$ cat config.mk
export PLATFORM = sky130hd
export DESIGN_NAME = alu_seq_flat
export DESIGN_NICKNAME = d
export VERILOG_FILES = /design/src/rtl/alu_pkg.sv /design/src/rtl/alu_seq_if.sv /design/src/rtl/alu_mul_iter.sv /design/src/rtl/alu_seq.sv /design/src/flat_wrapper.sv
export SDC_FILE = /design/constraint.sdc
export NUM_CORES = 1
export LEC_CHECK = 0
export ABC_AREA = 1
export BUFFER_PORTS_ARGS = -buffer_cell sky130_fd_sc_hd__buf_2
export CORE_MARGIN = 4
export CORE_UTILIZATION = 38
export DETAILED_ROUTE_END_ITERATION = 10
export HOLD_SLACK_MARGIN = 0.15
export PLACE_DENSITY = 0.59
export SYNTH_ARGS = -nofsm -noshare
export SYNTH_HDL_FRONTEND = slang
export SYNTH_SLANG_ARGS = --single-unit
$ cat constraint.sdc
create_clock -name clk -period 2.95 [get_ports clk]
set_input_delay 0.4425 -clock clk [delete_from_list [all_inputs] [get_ports clk]]
set_output_delay 0.4425 -clock clk [all_outputs]
set_load 0.02 [all_outputs]
$ cat src/rtl/alu_pkg.sv
// Shared types for the sequential ALU: operation codes and controller states.
package alu_pkg;

  typedef enum logic [2:0] {
    OP_AND  = 3'd0,
    OP_OR   = 3'd1,
    OP_ADDU = 3'd2,
    OP_SUBU = 3'd3,
    OP_ADDS = 3'd4,
    OP_SUBS = 3'd5,
    OP_MULU = 3'd6,
    OP_SLTU = 3'd7
  } op_t;

  typedef enum logic [1:0] {
    S_IDLE = 2'd0,
    S_MUL  = 2'd1,
    S_DONE = 2'd2
  } state_t;

endpackage

$ cat src/rtl/alu_seq_if.sv
// Request/result handshake bundle between decode, the sequential ALU and writeback.
interface alu_seq_if import alu_pkg::*; #(
  parameter int WIDTH = 16
) ();

  logic             in_valid;
  logic             in_ready;
  op_t              op;
  logic [WIDTH-1:0] x;
  logic [WIDTH-1:0] y;
  logic             c_in;
  logic             out_valid;
  logic             out_ready;
  logic [WIDTH-1:0] z;
  logic             c_out;
  logic             overflow;
  logic             lt;
  logic             eq;
  logic             gt;
  logic             busy;

  modport master (
    output in_valid, op, x, y, c_in, out_ready,
    input  in_ready, out_valid, z, c_out, overflow, lt, eq, gt, busy
  );

  modport slave (
    input  in_valid, op, x, y, c_in, out_ready,
    output in_ready, out_valid, z, c_out, overflow, lt, eq, gt, busy
  );

endinterface

$ cat src/rtl/alu_mul_iter.sv
// Iterative unsigned shift-add multiplier: bit 0 is consumed on the start edge,
// the remaining WIDTH-1 bits one per cycle; done marks the last busy cycle.
module alu_mul_iter #(
  parameter int WIDTH = 16
) (
  input  logic               clk,
  input  logic               rst_n,
  input  logic               start,
  input  logic [WIDTH-1:0]   x,
  input  logic [WIDTH-1:0]   y,
  output logic               done,
  output logic [2*WIDTH-1:0] product
);

  localparam int CW = $clog2(WIDTH + 1);

  logic [2*WIDTH-1:0] r_acc;
  logic [2*WIDTH-1:0] r_mcand;
  logic [WIDTH-1:0]   r_mplier;
  logic [CW-1:0]      r_cnt;
  logic               r_run;
  logic [2*WIDTH-1:0] w_x_ext;

  assign w_x_ext = {{WIDTH{1'b0}}, x};

  always_ff @(posedge clk or negedge rst_n) begin
    if (!rst_n) begin
      r_acc    <= '0;
      r_mcand  <= '0;
      r_mplier <= '0;
      r_cnt    <= '0;
      r_run    <= 1'b0;
    end else if (start) begin
      r_acc    <= y[0] ? w_x_ext : '0;
      r_mcand  <= w_x_ext << 1;
      r_mplier <= y >> 1;
      r_cnt    <= CW'(WIDTH - 1);
      r_run    <= 1'b1;
    end else if (r_run) begin
      if (r_cnt == '0) begin
        r_run <= 1'b0;
      end else begin
        if (r_mplier[0]) begin
          r_acc <= r_acc + r_mcand;
        end
        r_mcand  <= r_mcand << 1;
        r_mplier <= r_mplier >> 1;
        r_cnt    <= r_cnt - CW'(1);
      end
    end
  end

  assign done    = r_run && (r_cnt == '0);
  assign product = r_acc;

endmodule

$ cat src/rtl/alu_seq.sv
// Handshaked ALU: single-cycle logic/add/sub/compare ops, iterative multiply,
// results and flags held in output registers until writeback takes them.
module alu_seq import alu_pkg::*; #(
  parameter int WIDTH = 16
) (
  input  logic     clk,
  input  logic     rst_n,
  alu_seq_if.slave bus
);

  state_t             r_state;
  state_t             w_state_next;
  logic               w_in_ready;
  logic               w_out_valid;
  logic               w_busy;
  logic               w_accept;
  logic               w_mul_start;
  logic               w_alu_load;
  logic               w_mul_load;
  logic               w_mul_done;
  logic [2*WIDTH-1:0] w_product;

  logic [WIDTH:0]     w_sum;
  logic [WIDTH:0]     w_diff;
  logic [WIDTH-1:0]   w_add;
  logic               w_lt;
  logic               w_eq;
  logic               w_gt;
  logic [WIDTH-1:0]   w_z;
  logic               w_c;
  logic               w_ovf;

  logic [WIDTH-1:0]   r_z;
  logic               r_c_out;
  logic               r_ovf;
  logic               r_lt;
  logic               r_eq;
  logic               r_gt;

  always_ff @(posedge clk or negedge rst_n) begin
    if (!rst_n) begin
      r_state <= S_IDLE;
    end else begin
      r_state <= w_state_next;
    end
  end

  always_comb begin
    w_state_next = r_state;
    case (r_state)
      S_IDLE: begin
        if (bus.in_valid) begin
          w_state_next = (bus.op == OP_MULU) ? S_MUL : S_DONE;
        end
      end
      S_MUL: begin
        if (w_mul_done) begin
          w_state_next = S_DONE;
        end
      end
      S_DONE: begin
        if (bus.out_ready) begin
          if (bus.in_valid) begin
            w_state_next = (bus.op == OP_MULU) ? S_MUL : S_DONE;
          end else begin
            w_state_next = S_IDLE;
          end
        end
      end
      default: w_state_next = S_IDLE;
    endcase
  end

  always_comb begin
    w_in_ready  = 1'b0;
    w_out_valid = 1'b0;
    w_busy      = 1'b0;
    case (r_state)
      S_IDLE: w_in_ready = 1'b1;
      S_MUL:  w_busy     = 1'b1;
      S_DONE: begin
        w_out_valid = 1'b1;
        w_in_ready  = bus.out_ready;
      end
      default: ;
    endcase
  end

  assign w_accept    = bus.in_valid && w_in_ready;
  assign w_mul_start = w_accept && (bus.op == OP_MULU);
  assign w_alu_load  = w_accept && (bus.op != OP_MULU);
  assign w_mul_load  = (r_state == S_MUL) && w_mul_done;

  alu_mul_iter #(.WIDTH(WIDTH)) u_mul (
    .clk     (clk),
    .rst_n   (rst_n),
    .start   (w_mul_start),
    .x       (bus.x),
    .y       (bus.y),
    .done    (w_mul_done),
    .product (w_product)
  );

  assign w_sum  = {1'b0, bus.x} + {1'b0, bus.y} + {{WIDTH{1'b0}}, bus.c_in};
  assign w_diff = {1'b0, bus.x} - {1'b0, bus.y};
  assign w_add  = bus.x + bus.y;
  assign w_lt   = bus.x < bus.y;
  assign w_eq   = bus.x == bus.y;
  assign w_gt   = bus.x > bus.y;

  // Signed overflow is judged purely from operand and result sign bits.
  always_comb begin
    w_z   = '0;
    w_c   = 1'b0;
    w_ovf = 1'b0;
    case (bus.op)
      OP_AND:  w_z = bus.x & bus.y;
      OP_OR:   w_z = bus.x | bus.y;
      OP_ADDU: begin
        w_z   = w_sum[WIDTH-1:0];
        w_c   = w_sum[WIDTH];
        w_ovf = w_sum[WIDTH];
      end
      OP_SUBU: begin
        w_z   = w_diff[WIDTH-1:0];
        w_c   = w_diff[WIDTH];
        w_ovf = w_diff[WIDTH];
      end
      OP_ADDS: begin
        w_z   = w_add;
        w_ovf = (bus.x[WIDTH-1] == bus.y[WIDTH-1]) && (w_add[WIDTH-1] != bus.x[WIDTH-1]);
      end
      OP_SUBS: begin
        w_z   = w_diff[WIDTH-1:0];
        w_ovf = (bus.x[WIDTH-1] != bus.y[WIDTH-1]) && (w_diff[WIDTH-1] != bus.x[WIDTH-1]);
      end
      OP_SLTU: w_z = {{(WIDTH-1){1'b0}}, w_lt};
      default: ;
    endcase
  end

  // Compare flags are taken at accept for every op, including a multiply.
  always_ff @(posedge clk or negedge rst_n) begin
    if (!rst_n) begin
      r_z     <= '0;
      r_c_out <= 1'b0;
      r_ovf   <= 1'b0;
      r_lt    <= 1'b0;
      r_eq    <= 1'b0;
      r_gt    <= 1'b0;
    end else begin
      if (w_accept) begin
        r_lt <= w_lt;
        r_eq <= w_eq;
        r_gt <= w_gt;
      end
      if (w_alu_load) begin
        r_z     <= w_z;
        r_c_out <= w_c;
        r_ovf   <= w_ovf;
      end else if (w_mul_load) begin
        r_z     <= w_product[WIDTH-1:0];
        r_c_out <= 1'b0;
        r_ovf   <= |w_product[2*WIDTH-1:WIDTH];
      end
    end
  end

  assign bus.in_ready  = w_in_ready;
  assign bus.out_valid = w_out_valid;
  assign bus.busy      = w_busy;
  assign bus.z         = r_z;
  assign bus.c_out     = r_c_out;
  assign bus.overflow  = r_ovf;
  assign bus.lt        = r_lt;
  assign bus.eq        = r_eq;
  assign bus.gt        = r_gt;

endmodule

$ cat src/flat_wrapper.sv
// flat-port wrapper written by rule: the top's interface ports become plain ports
module alu_seq_flat import alu_pkg::*;
#(
  parameter int WIDTH = 16
)
  (clk, rst_n, bus_in_valid, bus_op, bus_x, bus_y, bus_c_in, bus_out_ready, bus_in_ready, bus_out_valid, bus_z, bus_c_out, bus_overflow, bus_lt, bus_eq, bus_gt, bus_busy);
  alu_seq_if #(.WIDTH(WIDTH)) bus_i ();
  input  logic clk;
  input  logic rst_n;
  input wire logic [$bits(bus_i.in_valid)-1:0] bus_in_valid;
  input wire logic [$bits(bus_i.op)-1:0] bus_op;
  input wire logic [$bits(bus_i.x)-1:0] bus_x;
  input wire logic [$bits(bus_i.y)-1:0] bus_y;
  input wire logic [$bits(bus_i.c_in)-1:0] bus_c_in;
  input wire logic [$bits(bus_i.out_ready)-1:0] bus_out_ready;
  output wire logic [$bits(bus_i.in_ready)-1:0] bus_in_ready;
  output wire logic [$bits(bus_i.out_valid)-1:0] bus_out_valid;
  output wire logic [$bits(bus_i.z)-1:0] bus_z;
  output wire logic [$bits(bus_i.c_out)-1:0] bus_c_out;
  output wire logic [$bits(bus_i.overflow)-1:0] bus_overflow;
  output wire logic [$bits(bus_i.lt)-1:0] bus_lt;
  output wire logic [$bits(bus_i.eq)-1:0] bus_eq;
  output wire logic [$bits(bus_i.gt)-1:0] bus_gt;
  output wire logic [$bits(bus_i.busy)-1:0] bus_busy;
  assign bus_i.in_valid = bus_in_valid;
  assign bus_i.op = bus_op;
  assign bus_i.x = bus_x;
  assign bus_i.y = bus_y;
  assign bus_i.c_in = bus_c_in;
  assign bus_i.out_ready = bus_out_ready;
  assign bus_in_ready = bus_i.in_ready;
  assign bus_out_valid = bus_i.out_valid;
  assign bus_z = bus_i.z;
  assign bus_c_out = bus_i.c_out;
  assign bus_overflow = bus_i.overflow;
  assign bus_lt = bus_i.lt;
  assign bus_eq = bus_i.eq;
  assign bus_gt = bus_i.gt;
  assign bus_busy = bus_i.busy;
  alu_seq #(.WIDTH(WIDTH)) u_core (.clk(clk), .rst_n(rst_n), .bus(bus_i));
endmodule
==> reports/results.txt, run 1 <==
The flow ran to the end, and the final reports show no timing, DRC or antenna violations. The design draws 0.00841 W. The multi-input logic area is 5790 sq um. The routed via count divided by cell count works out to 5.46. The longest clock path from root to sink contains 2 buffers.

Adding up every negative setup slack in the final design gives 0 ps. In this run, the number of DRC markers left after iteration 0 of detailed routing was 757. The final clock period utilization by the worst path is 0.856. IR analysis of the VDD net gives a maximum drop of 0.381 mV. Synthesis inferred 107 register bits. Subtracting the final worst setup slack from the clock period gives 2530 ps. Clock tree synthesis found a total of 107 sinks. The number of nets handed over by synthesis was 1581. The cell area power density came out at 795 nW/um^2. Along the worst path, the maximum fanout reaches 11. The total overflow left after global routing is 0. The number of different library cells in the post-synthesis netlist was 46. Entering global routing, the biggest net connects 49 pins. TritonCTS built the clock tree. After detailed routing, the average wire length per cell comes to 18.9 microns. In this run the horizontal extent of the chip is 166 microns. The share of post-route cells with drive strength above 1 is 0.0848. Cell type with the largest total area after synthesis: dfrtp_1. Data on the critical path arrives at its endpoint at 2770 ps. The type of the worst setup path was in2reg. The count of TritonRoute iterations in the first routing pass was 6. In this run, post-CTS repair resized a total of 0 instances. Wire length of the first global-routing pass: 55.1 mm. The library cell appearing most often on the critical path was o21ai_0. The final clock skew was 20.5 ps.

Standard cell with the maximum stage delay on the critical path: o21ai_0. The relative slew slack is 0.390. The non-filler instance count after layout came out at 1845. The global-route total usage across every layer is 0.250. Logic depth of the worst register-to-register path: 14. The tools report the clock root buffer master as clkbuf_16. The via count of the first global-routing pass is 9629. The core region is 24500 sq um. The end point of the critical path was u_core.bus.z[4]. Setup repair after global routing left no endpoint under its margin. STA classifies the critical path startpoint as a primary input.

The maximum operating frequency is 396 MHz, and the setup slack of the critical path after layout is 424 ps. 64 I/O pins were placed. The measured slew at the worst slew-check pin works out to 908 ps.

The most frequent cell after synthesis is nand2_1. The type of element capturing the critical path was a flop. Sorting the synthesized cells by how often they occur yields nand2_1 (397), inv_1 (213), nor2_1 (143). The H-tree was split into 3 levels. Counting the fill cells in the layout gives 2621.

For this design the static power due to leakage is 5.44 nW. The run gives 570 ps as the setup slack of the worst register-to-register path. The proportion of synthesized chip area in sequential cells was 0.282.

The routed design has 34.8 mm of wire. Each instance of the synthesized netlist takes up on average 6.53 sq um. The Yosys step of the flow raised 0 warnings.

Synthesis produced 1455 cells. The data required time of the worst path was 3190 ps; the area added between synthesis and finish was 11.4%. Setup violations remaining at the end of the flow were counted as 0. The number of setup buffers added after CTS is 0.

The delay contributed by the slowest stage of the critical path is 500 ps, and the number of nets in the final layout is 1642. The post-cts hold buffer count came out at 1. The floorplan has 57 rows. Walking the worst path, the cells encountered are buf_2 -> ha_1 -> fa_1 -> inv_1 -> o21ai_0 -> a21oi_1 -> o21ai_0 -> nand3_1 -> o21ai_0 -> o211ai_1.

Counting tap cells, the placed design contains a total of 1828 instances. The number of antenna diodes in the final layout is 0. The number of port buffers is 63, and the DRC violation count after routing is 0. The logs give 0.388 for the starting density of the core and 0 for the number of max-cap violations. Summing over every cut layer, the via total after detailed routing is 10074.

The fraction of synthesized cell area taken by the top area cell type is 0.282, and the CTS clock-pin slew for the worst setup and hold paths is 90 ps. For the weighted congestion reported at the end of routability-driven placement, the log shows 0.999. The number of antenna violations at the first check in global routing is 0.

The startpoint of the worst register-to-register path was u_core.u_mul.product[1]. The half-perimeter wire length after placement is 27.7 mm, and the cell area after synthesis is 9500 sq um. The proportion of register bits with asynchronous set or reset after synthesis came out at 1.00. Tracing the worst setup path back leads to its startpoint at bus_y[0]. The overall die height came out at 166 microns. The tools report the endpoint of the most critical register-to-register path as u_core.u_mul.product[31].

The dominant register cell in the synthesized netlist is dfrtp_1. The number of hold violations in the final report was 0; the count of flip-flops with a built-in enable after synthesis was 0. The path class of the tightest hold or removal check is in2reg. In the post-synthesis netlist, the biggest area contributors are dfrtp_1 (28%), nand2_1 (16%), ha_1 (11%), inv_1 (8.4%), nand3_1 (5.8%). The tools report the number of routed nets with antenna violations as 0. The sequential cells in the finished layout cover a total of 2680 sq um. The final design utilization was 0.433; the clock network latency to the later pin of the worst-skew pair was 380 ps. The total CTS buffers was 9. Pre-CTS setup slack: 89.7 ps.

For the count of final max-slew check failures, the log shows 0. The floorplan step defined a die boundary enclosing 27600 sq um.
## metal layers
metal / track usage / vias to the layer above / routed length [microns]
li1: - / 4886 / -
met1: 0.365 / 4761 / 16600
met2: 0.378 / 372 / 14700
met3: 0.0388 / 55 / 2340
met4: 0.0832 / 0 / 1130
met5: 0 / - / 0
## cells by family after synthesis
logic type                 Yosys count  synth area share
AOI/OAI and AO/OA                  283             0.174
xor gates and xnor gates             4           0.00369
DFF                                107             0.282
adders and majority gates           86             0.117
buffers and inverters              262             0.110
and+or+nand+nor                    713             0.314
## state kept, by name, summed over array words and instances, names as in the netlist
register,count
u_core.u_mul.product,32
u_core.u_mul.r_mcand,31
u_core.bus.z,16
u_core.u_mul.r_mplier,15
u_core.u_mul.r_cnt,5
u_core.r_state,2
u_core.bus.c_out,1
u_core.bus.eq,1
u_core.bus.gt,1
u_core.bus.lt,1
u_core.bus.overflow,1
u_core.u_mul.r_run,1
## through the flow
stage                     area, sq um  hold slack [ps]
after floorplan                  9500              147
after global placement          10200              453
after detailed placement        10200              454
after CTS                       10600              334
after global routing            10600              347
final                           10600              343
## layout make-up
cell class,count,share of cell area
inverters,220,0.0782
well taps,324,0.0383
clock inverters,7,0.00969
clock buffers,9,0.0213
flip-flops and latches,107,0.253
multi-input cells,1086,0.546
repair buffers,92,0.0532
## placed cells by master, fill, tap and decap left out, types with 6 or more instances in the layout
cell type	count
nand4_1	18
a21oi_1	89
buf_4	27
o21ai_0	98
inv_1	213
a221o_1	6
nand2_1	397
o21bai_1	12
nor2_1	142
clkbuf_16	9
buf_2	62
nand3_1	111
dfrtp_1	107
a22oi_1	7
nor3_1	19
o22ai_1	30
o221ai_1	16
ha_1	81
a31oi_1	8
## critical path, delay by kind of cell
family                   cells  cell delay, ps
AND/OR/NAND/NOR              1             120
adder cells (fa/ha/maj)      2             780
AO/OA/AOI/OAI                5            1090
buffers and inverters        2             350
## how the worst min path moves through the flow
stage / start / end / cells after the start
after floorplan: rst_n / u_core.bus.c_out / 0
after global placement: u_core.u_mul.r_cnt[4] / u_core.u_mul.r_cnt[4] / 1
after detailed placement: u_core.u_mul.r_cnt[4] / u_core.u_mul.r_cnt[4] / 1
after CTS: bus_out_ready / u_core.r_state[1] / 4
after global routing: bus_out_ready / u_core.r_state[1] / 4
final: bus_out_ready / u_core.r_state[1] / 4
## report_power, final
part	internal [W]	switching, W	leakage, nW
clock	0.000695	0.000694	0.160
combinational	0.00152	0.00306	3.92
sequential	0.00202	0.000423	1.37
total	0.00423	0.00418	5.44
Power figures use the tool's default switching activity.
==> run 2: changes to the inputs <==
CELL_PAD_IN_SITES_DETAIL_PLACEMENT = 2   (was default)
CELL_PAD_IN_SITES_GLOBAL_PLACEMENT = 2   (was default)
CORE_UTILIZATION = 35   (was 38)
PLACE_DENSITY = 0.88   (was 0.59)
==> run 2 against run 1 <==
Net effect:
- via count grew 7.8%
- hold slack lost 2.5 ps
- die area grew 8.2%
- non-clock buffer count grew 3
- total power grew 5.9%
- clock skew is essentially flat
- maximum frequency shrank 10%
- largest power group unchanged
- largest cell class unchanged
- highest routed layer unchanged
- sequential share of layout area shrank 0.060 points
- sequential cell count is the same
- clock power shrank 5%
- combinational power grew 11%
==> reports/results.txt, run 2 (same netlist as run 1, synthesis figures left out) <==
The commonest non-fill, non-tap cell in the layout was nand2_1 (unchanged). The standard cell core area is 26800 sq um (was 24500 sq um). The count of vias placed by the detailed router was 10858 (was 10074); the total CTS buffers was 9 (unchanged). The number of DRC markers in iteration 0 is 907 (was 757).

The largest driver fanout on the critical path works out to 11 (unchanged). The tools report the type of element capturing the critical path as a flop (unchanged). The tools report the worst slack on hold paths as 341 ps (was 343 ps).

For the data required time of the worst path, the log shows 3270 ps (was 3190 ps). The share of post-route cells with drive strength above 1 was 0.0866 (was 0.0848). The number of hold violations in the final report is 0 (unchanged), and the maximum operating frequency is 355 MHz (was 396 MHz). The type of the worst setup path was in2reg (unchanged). For the clock network latency to the later pin of the worst-skew pair, the log shows 380 ps (about the same). The number of flip-flops in the largest register works out to 32 (unchanged). The number of fill cells is 3306 (was 2621), and the overall die height is 173 microns (was 166 microns). The width of the die came out at 173 microns (was 166 microns).

The final instance area came out at 10600 sq um (about the same). The area used by sequential logic in the layout is 2680 sq um (unchanged). The wire length of the first global-routing pass is 70.2 mm (was 55.1 mm). TritonCTS built the clock tree. The number of clock sinks is 107 (unchanged). The count of TritonRoute iterations in the first routing pass is 5 (was 6).

The leakage power total is 5.44 nW (about the same), and the largest net degree at the start of global routing is 42 (was 49). For the overflow left after global routing, the log shows 0 (unchanged). The boundary pin count was 64 (unchanged); the final design utilization was 0.396 (was 0.433). The tools report the worst-case clock buffer depth as 2 (unchanged). The number of max-cap violations was 0 (unchanged); the routed via count divided by cell count was 5.82 (was 5.46). The global-route total usage across every layer was 0.298 (was 0.250).

The number of routed nets with antenna violations was 0 (unchanged). Count of H-tree levels built during CTS: 3 (unchanged). Commonest cells after routing, fill and taps aside: nand2_1 (397), inv_1 (213), nor2_1 (142) (unchanged).

The tools report the clock root buffer master as clkbuf_16 (unchanged). Final clock skew: 20.6 ps (was 20.5 ps). The area added between synthesis and finish was 11.7% (was 11.4%).

The weighted congestion reported at the end of routability-driven placement is 0.954 (was 0.999), and the measured slew at the worst slew-check pin is 1040 ps (was 908 ps). The logs give 0 (unchanged) for the count of final max-slew check failures and 10300 sq um (was 10200 sq um) for the area of placed instances. The number of antenna violations at the first check in global routing was 0 (unchanged). The run gives 3140 ps (was 2770 ps) as the arrival time of the worst setup path.

CTS clock-pin slew for the worst setup and hold paths: 90 ps (about the same). For the final wirelength, the log shows 45.5 mm (was 34.8 mm). The clock period minus final worst setup slack came out at 2820 ps (was 2530 ps).

Via count of the first global-routing pass: 11851 (was 9629). The logs give 0 ps (unchanged) for the final-layout setup total negative slack and 60 (was 57) for the floorplan row count. The number of port buffers is 63 (unchanged), and the DRC violation count after routing is 0 (unchanged).

Setup repair after global routing left no endpoint under its margin. The kind of launch point of the worst setup path is a primary input (unchanged). The worst hold-check path type was in2reg (unchanged).

The area of the die was 29800 sq um (was 27600 sq um); the relative slew slack was 0.305 (was 0.390). The peak supply drop came out at 0.341 mV (was 0.381 mV). The starting density of the core came out at 0.355 (was 0.388). The tools report the half-perimeter wire length after placement as 36.0 mm (was 27.7 mm). The run finished with clean final reports. The run gives 0 (unchanged) as the count of antenna diodes in the layout. Final clock period utilization by the worst path: 0.956 (was 0.856). The multi-input logic area is 5790 sq um (unchanged), and the final routed wire length divided by cell count is 24.4 microns (was 18.9 microns).

Number of nets in the final layout: 1645 (was 1642). The cell area power density works out to 839 nW/um^2 (was 795 nW/um^2). The count of endpoints failing setup in the final report came out at 0 (unchanged).
run 2: cell count changes in the layout (fill, tap and decap cells not counted):
cell / before / now
clkinvlp_4: 0 / 2
o21ai_1: 0 / 1
clkinv_8: 1 / 3
inv_12: 1 / 0
o21ai_0: 98 / 97
clkinv_4: 2 / 1
bufinv_16: 1 / 0
buf_4: 27 / 30
inv_8: 2 / 1
run 2: repair_timing:
item | in CTS | in global routing
endpoints found under the setup margin | 0 | 1
setup buffers | 0 | 0
hold endpoints to repair | 32 | 0
hold buffers | 1 | 0
gates resized for setup | 0 | 1
run 2: metrics by stage:
stage               setup WS [ps]  power (W)  instances
floorplan                     900    0.00554       1455
global placement            -80.8    0.00700       1848
detailed placement           -177    0.00738       1848
CTS                           169    0.00885       1865
global route                 30.9    0.00954       1865
finish                        131    0.00891       1865
run 2: power by group:
group / switching, W / total, W / internal [W]
registers: 0.000489 / 0.00251 / 0.00202
clock network: 0.000719 / 0.00132 / 0.000605
logic: 0.00353 / 0.00507 / 0.00154
run 2: final timing paths:
| kind | start | to | slack (ps) | depth (start not counted) |
|---|---|---|---|---|
| worst max-delay path | bus_y[0] | u_core.bus.z[12] | 130 | 13 |
| worst min-delay path | bus_out_ready | u_core.r_state[1] | 340 | 4 |
| max in group asynchronous | rst_n | u_core.u_mul.r_mplier[13] | 1670 | 3 |
| min in group asynchronous | rst_n | u_core.u_mul.r_mcand[18] | 580 | 2 |
| worst min register to register | u_core.u_mul.r_cnt[4] | u_core.u_mul.r_cnt[4] | 480 | 1 |
| worst max register to register | u_core.r_state[1] | u_core.u_mul.r_mplier[11] | 280 | 9 |
run 2: final cells by class:
type / instances / share of cell area
clock buffer: 9 / 0.0212
clock inverter: 7 / 0.00790
inverter: 220 / 0.0780
multi-input combinational: 1086 / 0.545
sequential: 107 / 0.252
tap: 341 / 0.0402
timing repair buffer: 95 / 0.0552
run 2: critical path: stages:
cell	delay [ps]
buf_2	260
ha_1	400
fa_1	420
inv_1	100
o21ai_0	530
nand2_1	180
nand3_1	150
nor2_1	70
nor2_1	170
nand2_1	90
nand4_1	120
nand2_1	100
nand2_1	90
run 2: per-layer routing:
| layer | up-vias | part of all wire | GRT usage |
|---|---|---|---|
| met2 | 344 | 0.46 | 0.493 |
| met5 | - | 0 | 0 |
| met3 | 100 | 0.049 | 0.0369 |
| met1 | 5524 | 0.45 | 0.395 |
| li1 | 4890 | - | - |
| met4 | 0 | 0.041 | 0.125 |
